[config.mk]
export PLATFORM = sky130hd
export DESIGN_NAME = muldiv_seq_flat
export DESIGN_NICKNAME = d
export VERILOG_FILES = /design/src/rtl/muldiv_if.sv /design/src/rtl/muldiv_seq.sv /design/src/flat_wrapper.sv
export SDC_FILE = /design/constraint.sdc
export NUM_CORES = 1
export LEC_CHECK = 0
export CORE_ASPECT_RATIO = 1.2
export CORE_MARGIN = 2
export CORE_UTILIZATION = 38
export DETAILED_ROUTE_END_ITERATION = 8
export PLACE_DENSITY = 0.68
export SETUP_SLACK_MARGIN = 0.1
export SYNTH_ARGS = -nofsm -noshare
export SYNTH_HDL_FRONTEND = slang
export SYNTH_SLANG_ARGS = --single-unit
[constraint.sdc]
create_clock -name clk -period 4.3 [get_ports clk]
set_input_delay 0.86 -clock clk [delete_from_list [all_inputs] [get_ports clk]]
set_output_delay 0.86 -clock clk [all_outputs]
set_load 0.02 [all_outputs]
[src/rtl/muldiv_if.sv]
// muldiv_if: core-side op request, operand and result bus for muldiv_seq
interface muldiv_if #(parameter int XLEN = 32);
  logic            start;
  logic [2:0]      funct3;
  logic [XLEN-1:0] a;
  logic [XLEN-1:0] b;
  logic            flush;
  logic [XLEN-1:0] result;
  logic            busy;
  logic            done;
  logic            stall;
  modport master (output start, funct3, a, b, flush, input result, busy, done, stall);
  modport slave  (input start, funct3, a, b, flush, output result, busy, done, stall);
endinterface

[src/rtl/muldiv_seq.sv]
// muldiv_seq: iterative RV32M multiply/divide sequencer that stalls the core until done.
// Optional MULDIV_EARLY_OUT_EN: multiplies finish early once remaining multiplier bits are zero.
module muldiv_seq #(parameter int XLEN = 32) (
  input logic     clk,
  input logic     reset,
  muldiv_if.slave m
);
  localparam int CW = $clog2(XLEN + 1);
  typedef enum logic [1:0] {IDLE, CALC, FIX, DONE} state_t;
  state_t state_q, state_d;
  logic [CW-1:0] cnt_q, cnt_d;
  logic [XLEN-1:0] hi_q, hi_d, lo_q, lo_d, mc_q, mc_d, res_q, res_d;
  logic [2:0] f3_q, f3_d;
  logic sa_q, sa_d, sb_q, sb_d;
  logic sga, sgb, is_div, sc_zero, sc_ovf, nb;
  logic [XLEN-1:0] abs_a, abs_b, quo_f, rem_f;
  logic [XLEN:0] msum, rsh, diff;
  logic [2*XLEN-1:0] prod_f;
`ifdef MULDIV_EARLY_OUT_EN
  logic [2*XLEN-1:0] prod_sh;
`endif
  always_comb begin
    state_d = state_q;
    cnt_d = cnt_q;
    hi_d = hi_q;
    lo_d = lo_q;
    mc_d = mc_q;
    res_d = res_q;
    f3_d = f3_q;
    sa_d = sa_q;
    sb_d = sb_q;
    sga = !(m.funct3[0] && m.funct3 != 3'b001);
    sgb = sga && m.funct3 != 3'b010;
    abs_a = (sga && m.a[XLEN-1]) ? -m.a : m.a;
    abs_b = (sgb && m.b[XLEN-1]) ? -m.b : m.b;
    is_div = m.funct3[2];
    sc_zero = is_div && m.b == '0;
    sc_ovf = is_div && !m.funct3[0] && m.a == {1'b1, {(XLEN-1){1'b0}}} && m.b == '1;
    msum = {1'b0, hi_q} + {1'b0, mc_q & {XLEN{lo_q[0]}}};
    rsh = {hi_q, lo_q[XLEN-1]};
    diff = rsh - {1'b0, mc_q};
    // a wide partial remainder can never borrow; otherwise bit XLEN of the difference is the borrow
    nb = rsh[XLEN] | !diff[XLEN];
    prod_f = (sa_q ^ sb_q) ? -{hi_q, lo_q} : {hi_q, lo_q};
    quo_f = (sa_q ^ sb_q) ? -lo_q : lo_q;
    rem_f = sa_q ? -hi_q : hi_q;
`ifdef MULDIV_EARLY_OUT_EN
    prod_sh = {hi_q, lo_q} >> cnt_q;
`endif
    case (state_q)
      IDLE: if (m.start) begin
        f3_d = m.funct3;
        cnt_d = CW'(XLEN);
        hi_d = '0;
        lo_d = is_div ? abs_a : abs_b;
        mc_d = is_div ? abs_b : abs_a;
        sa_d = sga && m.a[XLEN-1];
        sb_d = sgb && m.b[XLEN-1];
        state_d = CALC;
        // shortcuts preload final quotient/remainder unsigned so FIX passes them through
        if (sc_zero || sc_ovf) begin
          lo_d = sc_zero ? '1 : m.a;
          hi_d = sc_zero ? m.a : '0;
          sa_d = 1'b0;
          sb_d = 1'b0;
          state_d = FIX;
        end
      end
      CALC: begin
        cnt_d = cnt_q - CW'(1);
        state_d = cnt_q == CW'(1) ? FIX : CALC;
        hi_d = f3_q[2] ? (nb ? diff[XLEN-1:0] : rsh[XLEN-1:0]) : msum[XLEN:1];
        lo_d = f3_q[2] ? {lo_q[XLEN-2:0], nb} : {msum[0], lo_q[XLEN-1:1]};
`ifdef MULDIV_EARLY_OUT_EN
        if (!f3_q[2] && (lo_q & ~({XLEN{1'b1}} << cnt_q)) == '0) begin
          {hi_d, lo_d} = prod_sh;
          state_d = FIX;
        end
`endif
      end
      FIX: begin
        res_d = f3_q[2] ? (f3_q[1] ? rem_f : quo_f)
                        : (f3_q[1:0] == 2'b00 ? prod_f[XLEN-1:0] : prod_f[2*XLEN-1:XLEN]);
        state_d = DONE;
      end
      default: state_d = IDLE;
    endcase
    if (m.flush) begin
      state_d = IDLE;
      res_d = res_q;
    end
  end
  always_ff @(posedge clk) begin
    if (reset) begin
      state_q <= IDLE;
      cnt_q <= '0;
      hi_q <= '0;
      lo_q <= '0;
      mc_q <= '0;
      res_q <= '0;
      f3_q <= '0;
      sa_q <= 1'b0;
      sb_q <= 1'b0;
    end else begin
      state_q <= state_d;
      cnt_q <= cnt_d;
      hi_q <= hi_d;
      lo_q <= lo_d;
      mc_q <= mc_d;
      res_q <= res_d;
      f3_q <= f3_d;
      sa_q <= sa_d;
      sb_q <= sb_d;
    end
  end
  assign m.result = res_q;
  assign m.busy = state_q != IDLE;
  assign m.done = state_q == DONE;
  assign m.stall = (state_q == IDLE && m.start) || state_q == CALC || state_q == FIX;
endmodule

[src/flat_wrapper.sv]
// flat-port wrapper written by rule: the top's interface ports become plain ports
module muldiv_seq_flat 
#(parameter int XLEN = 32)
  (clk, reset, m_start, m_funct3, m_a, m_b, m_flush, m_result, m_busy, m_done, m_stall);
  muldiv_if #(.XLEN(XLEN)) m_i ();
  input logic clk;
  input logic reset;
  input wire logic [$bits(m_i.start)-1:0] m_start;
  input wire logic [$bits(m_i.funct3)-1:0] m_funct3;
  input wire logic [$bits(m_i.a)-1:0] m_a;
  input wire logic [$bits(m_i.b)-1:0] m_b;
  input wire logic [$bits(m_i.flush)-1:0] m_flush;
  output wire logic [$bits(m_i.result)-1:0] m_result;
  output wire logic [$bits(m_i.busy)-1:0] m_busy;
  output wire logic [$bits(m_i.done)-1:0] m_done;
  output wire logic [$bits(m_i.stall)-1:0] m_stall;
  assign m_i.start = m_start;
  assign m_i.funct3 = m_funct3;
  assign m_i.a = m_a;
  assign m_i.b = m_b;
  assign m_i.flush = m_flush;
  assign m_result = m_i.result;
  assign m_busy = m_i.busy;
  assign m_done = m_i.done;
  assign m_stall = m_i.stall;
  muldiv_seq #(.XLEN(XLEN)) u_core (.clk(clk), .reset(reset), .m(m_i));
endmodule
Word level (Yosys, flattened, before mapping)
Cells that the tools add are included.
{"block": "totals", "reg_bits": 141, "latch_bits": 0, "ramBits": 0, "rom_bits": 0, "inputBits": 71, "out_inout_bits": 35, "elab_cells": 83, "n_memories": 0}
{"block": "op_classes", "add_sub_neg": 8, "n_mul": 0, "div_mod_pow": 0, "magnitude_cmp": 0, "eq_ne": 9, "shift": 0, "mux": 29, "bitwise_logic": 4, "n_reduce_logical": 24}
{"operator": "2-to-1 mux 32 bit", "count": 18}
{"operator": "negation 32 bit", "count": 4}
{"operator": "case mux 32 bit (2 select lines)", "count": 2}
{"operator": "== test 32 bit, second input constant", "count": 2}
{"operator": "2-to-1 mux 64 bit", "count": 1}
{"operator": "negation 64 bit", "count": 1}
{"operator": "adder 32 x 32 -> 33 bit", "count": 1}
{"operator": "subtractor 33 x 32 -> 33 bit", "count": 1}
{"operator": "bitwise AND 32 bit", "count": 1}
{"operator": "logical NOT 32 bit", "count": 1}
{"operator": "case mux 6 bit (2 select lines)", "count": 1}
{"operator": "logical AND 1 bit", "count": 9}
{"operator": "== test 6 x 1 -> 1 bit, second input constant", "count": 1}
{"operator": "2-to-1 mux 2 bit", "count": 3}
{"operator": "2-to-1 mux 6 bit", "count": 1}
{"operator": "case mux 2 bit (3 select lines)", "count": 1}
{"operator": "AND reduction 2 bit", "count": 3}
{"operator": "subtractor 6 x 1 -> 6 bit, second input constant", "count": 1}
{"operator": "== test 2 bit, second input constant", "count": 2}
{"operator": "logical NOT 2 bit", "count": 2}
{"operator": "nonzero test 2 bit", "count": 2}
{"operator": "logical NOT 1 bit", "count": 3}
{"operator": "logical OR 1 bit", "count": 3}
{"operator": "inequality test 3 x 1 -> 1 bit, second input constant", "count": 1}
{"operator": "other kinds (8)", "count": 9}

Logic depth before layout (Yosys ltp)
Gate-level depths: netlist (run 1).
{"block": "depth", "ltp_word": 10, "depth_mapped": 13, "mapped_depth_nobuf": 11}

Worst setup path after synthesis (run 1)
No wires, ideal clock.
{"block": "synth_path", "path_type": "in2reg", "from": "in m_b[26]", "to": "reg u_core.hi_q[0]", "setup_time_ps": 83, "arrival_ps": 3274, "t_required_ps": 4217, "slack_ps": 943, "cell_stages": 9, "n_path_buf": 3, "path_cell_list": "or4_1 -> nor3_1 -> or4b_1 -> clkbuf_1 -> nor3_2 -> clkbuf_1 -> buf_2 -> a22oi_1 -> o221ai_1"}
{"block": "synth_between", "elab_chain_len": 6, "elab_cells_between_ends": 9, "classes_between": "eq/ne (1); mux (4); reduce/logical (4)"}
{"item": "from (decl)", "line": "flat_wrapper.sv:11", "rtl": "input wire logic [$bits(m_i.b)-1:0] m_b;"}
{"item": "logical NOT 32 bit or == test 32 bit (tied branches)", "line": "muldiv_seq.sv:37, muldiv_seq.sv:38"}
{"item": "logical AND 1 bit (on tied branches)", "line": "muldiv_seq.sv:37, muldiv_seq.sv:38"}
{"item": "2-to-1 mux 32 bit or logical OR 1 bit (tied branches)", "line": "muldiv_seq.sv:63, muldiv_seq.sv:61"}
{"item": "2-to-1 mux 32 bit *", "line": "muldiv_seq.sv:61", "rtl": "if (sc_zero || sc_ovf) begin"}
{"item": "2-to-1 mux 32 bit *", "line": "muldiv_seq.sv:51", "rtl": "IDLE: if (m.start) begin"}
{"item": "case mux 32 bit (2 select lines) *", "line": "muldiv_seq.sv:50", "rtl": "case (state_q)"}
{"item": "to (signal assigned)", "line": "muldiv_seq.sv:107", "rtl": "hi_q <= hi_d;"}
{"item": "to (decl)", "line": "muldiv_seq.sv:12", "rtl": "logic [XLEN-1:0] hi_q, hi_d, lo_q, lo_d, mc_q, mc_d, res_q, res_d;"}
Mark *: on every way between the ends. The rest lies on a longest branch, timed or not. The select of a mux whose other input is x is not followed.
A chain may end at the register's enable or synchronous reset.

Worst setup path in the final report (run 1)
{"block": "layout_path", "from": "in m_a[4]", "to": "reg u_core.lo_q[12]"}
{"block": "layout_between", "elab_chain_len": 7, "elab_cells_between_ends": 10, "classes_between": "add/sub (1); eq/ne (1); mux (5); reduce/logical (3)"}
{"item": "from (decl)", "line": "flat_wrapper.sv:10", "rtl": "input wire logic [$bits(m_i.a)-1:0] m_a;"}
{"item": "branches (longest 4 deep; another with negation 32 bit)"}
{"item": "2-to-1 mux 32 bit *", "line": "muldiv_seq.sv:61"}
{"item": "2-to-1 mux 32 bit *", "line": "muldiv_seq.sv:51"}
{"item": "case mux 32 bit (2 select lines) *", "line": "muldiv_seq.sv:50"}
{"item": "to (signal assigned)", "line": "muldiv_seq.sv:108", "rtl": "lo_q <= lo_d;"}
{"item": "to (decl)", "line": "muldiv_seq.sv:12"}
Every way passes the cells marked *. The select of a mux whose other input is x is not followed.

==> results of run 1 <==
[per-layer routing]
metal  vias to the layer above  wire length, um
met2                      1071            30000
met1                      8551            28100
met3                       230             6640
met4                         0             5180
met5                         -                0
li1                       8211                -
[cell families after synthesis]
group / Yosys count / share of synthesized area (%)
AOI/OAI and AO/OA: 760 / 32.2
muxes: 67 / 4.35
xor gates and xnor gates: 172 / 9.74
DFF: 141 / 18.2
buffers and inverters: 243 / 6.47
adders and majority gates: 73 / 6.00
and+or+nand+nor: 730 / 23.0
[cells in the final DEF (no fill, tap or decap), types with 10 or more instances in the layout]
| master | instances |
|---|---|
| or2_2 | 18 |
| buf_4 | 106 |
| dfxtp_1 | 140 |
| nor4_1 | 23 |
| a22oi_1 | 31 |
| o311ai_0 | 10 |
| nor2_1 | 228 |
| o21ai_0 | 129 |
| inv_1 | 66 |
| o211ai_1 | 39 |
| o21bai_1 | 10 |
| o21a_1 | 25 |
| nand4_1 | 38 |
| nand2b_1 | 13 |
| xnor2_1 | 82 |
| o41ai_1 | 15 |
| nand3_1 | 47 |
| nand2_1 | 177 |
| clkdlybuf4s50_1 | 103 |
| a31oi_1 | 56 |
| nor2b_1 | 15 |
| a21o_1 | 37 |
| nor3_1 | 59 |
| a221oi_1 | 18 |
| o22ai_1 | 19 |
| and2_1 | 18 |
| and3_1 | 14 |
| ha_1 | 71 |
| o221ai_1 | 16 |
| a21boi_0 | 10 |
| clkbuf_16 | 17 |
| or3_1 | 26 |
| xor2_1 | 88 |
| a211oi_1 | 38 |
| o31ai_1 | 29 |
| mux2i_1 | 65 |
| a21oi_1 | 207 |
| or4_1 | 20 |
[worst max-delay path: stages]
cell	delay, ps
clkdlybuf4s50_1	520
or3_1	470
or4_1	620
nand4b_1	480
nand4b_1	400
nand2_1	120
buf_4	260
o21ai_0	150
a21oi_1	210
[registers in the layout (all words and copies together), names as in the netlist]
| name | cells |
|---|---|
| u_core.f3_q | 3 |
| u_core.mc_q | 32 |
| u_core.state_q | 2 |
| u_core.m.result | 32 |
| u_core.cnt_q | 6 |
| u_core.hi_q | 32 |
| u_core.sb_q | 1 |
| u_core.lo_q | 32 |
| u_core.sa_q | 1 |
[cell type report]
class,count,share of cell area [%]
clock inverter,12,0.575
sequential,141,15.8
inverter,66,1.39
timing repair buffer,211,10.4
clock buffer,20,2.62
tap,533,3.74
multi-input combinational,1802,65.4
[how the worst max path moves through the flow]
stage / to / slack [ps] / depth (start not counted)
after CTS: u_core.lo_q[12] / 660 / 9
after detailed placement: u_core.lo_q[21] / 190 / 9
after global placement: u_core.hi_q[3] / 280 / 9
final: u_core.lo_q[12] / 570 / 9
after global routing: u_core.hi_q[28] / 250 / 11
after floorplan: u_core.hi_q[0] / 940 / 9
[power by group through the flow]
stage | Clock (uW) | Combinational, uW | Sequential (uW)
after floorplan | 0 | 1030 | 1430
final | 1500 | 1600 | 1460
after global routing | 1560 | 1710 | 1470
after global placement | 0 | 1530 | 1480
after detailed placement | 0 | 1540 | 1490
after CTS | 1510 | 1550 | 1460
[through the flow]
stage / setup WS (ps) / cell area [um^2]
global route: 250 / 17800
finish: 574 / 17800
detailed placement: 194 / 17300
global placement: 277 / 17300
floorplan: 943 / 15500
CTS: 657 / 17800
==> results.cfg, run 1 <==
[routing]
first_pass_iters = 6
vias = 18063
antenna_left = 0
finalWirelength_um = 69900
via_per_inst = 6.49
avgRoutedWirePerCell_um = 25.1
remaining_drc_errors = 0
drt_first_iter_violations = 2464

[layout]
fin_util_pct = 44.7
fillers = 4112
antenna_cells = 0
syn_to_final_growth_pct = 15.3
drive_gt1_share_pct = 8.21
regArea_mm2 = 0.00283
final_cells = 2785
multi_input_comb_area_mm2 = 0.0117
final_nets = 2383

[synthesis]
synthArstFlopShare_pct = 0
yosysTopAreaCell = dfxtp_1
ys_ff_latch = 141
yosys-top-cells-count = nor2_1, a21oi_1, nand2_1, clkbuf_1, dfxtp_1
yosys_warnings = 0
synth.most_common_cell = nor2_1
yosys-top-cells-area = dfxtp_1, a21oi_1, ha_1
synth_top_area_share_pct = 18.2
ys_seq_area_share_pct = 18.2
ys_types = 81
syn-instance-count = 2186
synth_area_per_cell_um2 = 7.08
synthFlopType = dfxtp_1
synth_edf_count = 0
syn-cell-area_mm2 = 0.0155
syn_nets = 2330

[min_path]
hp-class = flip-flop to flip-flop
worstHoldEndpoint = u_core.m.result[23]
holdPathStages = 2
hp-start = u_core.m.result[23]

[worst_setup_path]
reg2reg_setup_slack_ps = 580
r2r-start = u_core.lo_q[0]
critPathMaxFanout = 25
crit_path_start_kind = input pin
crit_start = m_a[4]
worst_ep_required_time_ps = 4690
end_kind = flip-flop
critPathArrivalTime_ps = 4110
critPathKind = input pin to flip-flop
r2r-end = u_core.hi_q[28]
r2r_cells = 12

[sta]
fin_crit_ps = 3730
drv_slew = 0
finalClockSkew_ps = 12.3
whs_ps = 449
period_share_pct = 86.7
fmax_ghz = 0.268
tns_ps = 0
relSlewSlack_pct = 22.0
setup_violations = 0
rsz0062_at_grt = false
worstMarginPinSlew_ps = 1160
hold_viol = 0

[clocking]
htree_levels = 4
numCtsBuffers = 17
cts_buffer_depth = 2
cts-hold-fix-buffers = 0
cts_tree = built
cts_resized = 0
cts_root_buf = clkbuf_16
clk_latency_ps = 460
postCtsSetupBuffers = 0
cts_sinks = 141
clkTransAtPathRegs_ps = 70

[grt]
grt_util_met1_pct = 41.3
grt_antenna_before_repair = 1
met2_usage_pct = 49.8
grt_usage_pct = 32.3
use_met3_pct = 5.48
grt_pass1_wl_um = 105000
grt_max_degree = 78
busiest_layer = met2
grt_pass1_vias = 16937
grt_overflow = 0

[pwr]
p_sw_uw = 1820
comb_power_share_pct = 35.0
leakagePower_uw = 0.00685
peakVddDrop_v = 0.000188
clkPwrFrac_pct = 32.9
power_uw = 4560
p_per_area_mw_per_mm2 = 256
internal_power_uw = 2740
power.share.sequential_pct = 32.1
swShare_pct = 39.9

[place]
hpwl_um = 53900
placement.io_buffers = 105
dp.cells = 2753
routabilityCongestion = 1.06

[outcome]
status = completed

[floorplanning]
rows = 80
fp.dieH_um = 225
io_pins = 106
core_area_mm2 = 0.0399
die_x_um = 188
initial_utilization_pct = 38.7
die-area_mm2 = 0.0423

[run]
cap_violations = 0
Note: power is estimated with default switching activity, not from simulation.
==> run 2: changes to the inputs <==
--- a/config.mk
+++ b/config.mk
@@ -5,7 +5,6 @@
 export SDC_FILE = /design/constraint.sdc
 export NUM_CORES = 1
 export LEC_CHECK = 0
-export CORE_ASPECT_RATIO = 1.2
 export CORE_MARGIN = 2
 export CORE_UTILIZATION = 38
 export DETAILED_ROUTE_END_ITERATION = 8
==> run 2 against run 1 <==
  * Die area barely moved
  * Cell count fell by 1.3%
  * Final area decreased by 1.1%
  * Clock power hardly changed
  * Routed wire length shrank 7.5%
  * Clock skew is 1.1 ps higher
  * Register-to-register slack worse by 40 ps
  * Power is 1.4% lower
  * Combinational power decreased by 3%
  * Largest power group unchanged
  * Sequential power about the same
==> results.cfg, run 2 (synthesized netlist as in run 1, its figures left out) <==
[clocking]
cts_sinks = 141
clkTransAtPathRegs_ps = 70
cts-hold-fix-buffers = 0
postCtsSetupBuffers = 0
htree_levels = 4
cts_buffer_depth = 2
clk_latency_ps = 460
cts_root_buf = clkbuf_16
cts_tree = built
cts_resized = 0
numCtsBuffers = 17

[floorplanning]
io_pins = 106
initial_utilization_pct = 38.8
rows = 73
core_area_mm2 = 0.0399
fp.dieH_um = 206
die-area_mm2 = 0.0423
die_x_um = 206

[worst_setup_path]
end_kind = flip-flop
crit_slowest_cell = dfxtp_1
worst_ep_required_time_ps = 4650
reg2reg_setup_slack_ps = 540
critPathArrivalTime_ps = 4110
critPathKind = flip-flop to flip-flop
crit_path_start_kind = flip-flop
path_cells = inv_1 -> ha_1 -> fa_1 -> nand2b_1 -> a21o_1 -> a211oi_1 -> o2111a_1 -> o21a_1 -> nor2_2 -> buf_4 -> o211a_1 -> o32ai_1
max_stage_delay_ps = 480
critPathMaxFanout = 12

[place]
routabilityCongestion = 1.03
hpwl_um = 49000
placement.io_buffers = 105

[routing]
via_per_inst = 6.48
remaining_drc_errors = 0
vias = 17818
avgRoutedWirePerCell_um = 23.5
drt_first_iter_violations = 2172
antenna_left = 0
finalWirelength_um = 64600
first_pass_iters = 8

[run]
cap_violations = 0

[layout]
drive_gt1_share_pct = 7.01
final_nets = 2355
final_common_cell = nor2_1
layout_common_cells = nor2_1, a21oi_1, nand2_1
regArea_mm2 = 0.00283
fillers = 4043
multi_input_comb_area_mm2 = 0.0117
syn_to_final_growth_pct = 14.0
fin_util_pct = 44.2

[sta]
fmax_ghz = 0.266
whs_ps = 452
setup_violations = 0
hold_viol = 0
tns_ps = 0
finalClockSkew_ps = 13.4
drv_slew = 0
period_share_pct = 87.4
fin_crit_ps = 3760
worstMarginPinSlew_ps = 973
relSlewSlack_pct = 35.1
rsz0062_at_grt = false

[min_path]
hp-class = flip-flop to flip-flop

[grt]
grt_usage_pct = 30.4
grt_pass1_vias = 16550
grt_antenna_before_repair = 0
grt_max_degree = 71
grt_pass1_wl_um = 98600
grt_overflow = 0

[outcome]
status = completed

[pwr]
peakVddDrop_v = 0.000315
p_per_area_mw_per_mm2 = 255
leakagePower_uw = 0.00673
-- run 2: cell types whose count changed in the layout (fill, tap and decap cells not counted) --
| cell | change |
|---|---|
| buf_12 | +2 |
| buf_4 | -30 |
| clkbuf_1 | +1 |
| clkbuf_8 | -2 |
| clkinv_2 | -1 |
| clkinv_4 | +5 |
| clkinvlp_4 | -3 |
| diode_2 | +1 |
| inv_6 | -2 |
| inv_8 | +2 |
-- run 2: final timing paths --
| kind | startpoint | end | cells past startpoint |
|---|---|---|---|
| worst max register to register | u_core.lo_q[31] | u_core.hi_q[15] | 12 |
| worst min register to register | u_core.mc_q[18] | u_core.mc_q[18] | 2 |
| worst min-delay path | u_core.mc_q[18] | u_core.mc_q[18] | 2 |
| worst max-delay path | u_core.lo_q[31] | u_core.hi_q[15] | 12 |
-- run 2: power breakdown --
part / internal, uW / switching [uW]
sequential: 1370 / 89.6
clock: 779 / 698
combinational: 553 / 1010
-- run 2: layer usage --
metal  vias up  wire (um)  track usage (%)
met5         -          0                0
met4         0       4630             19.7
met3       203       7270             6.89
met2      1084      27000             44.9
met1      8353      25800             39.6
li1       8178          -                -
-- run 2: cell type report --
| class | instances | area share (%) |
|---|---|---|
| inverters | 66 | 1.40 |
| multi-input cells | 1802 | 66.2 |
| flip-flops and latches | 141 | 16.0 |
| diodes | 1 | 0.0142 |
| clock buffers | 19 | 2.51 |
| repair buffers | 183 | 9.45 |
| well taps | 525 | 3.72 |
| clock inverters | 13 | 0.702 |
-- run 2: metrics by stage --
step           instances  worst slack [ps]  cell area (um^2)  power (uW)
2_1_floorplan       2186               943             15500        2460
3_3_place_gp        2717               235             17100        2960
3_5_place_dp        2717               190             17100        2980
4_1_cts             2749               602             17600        4450
5_1_grt             2749               413             17600        4680
6_report            2750               542             17600        4490
-- run 2: worst max-delay path: cells and delay by family, from the launching register on --
family | cells | cell delay, ps
compound gates | 6 | 1880
fa+ha+maj | 2 | 650
flops | 1 | 480
buf+inv | 2 | 380
simple gates | 2 | 270
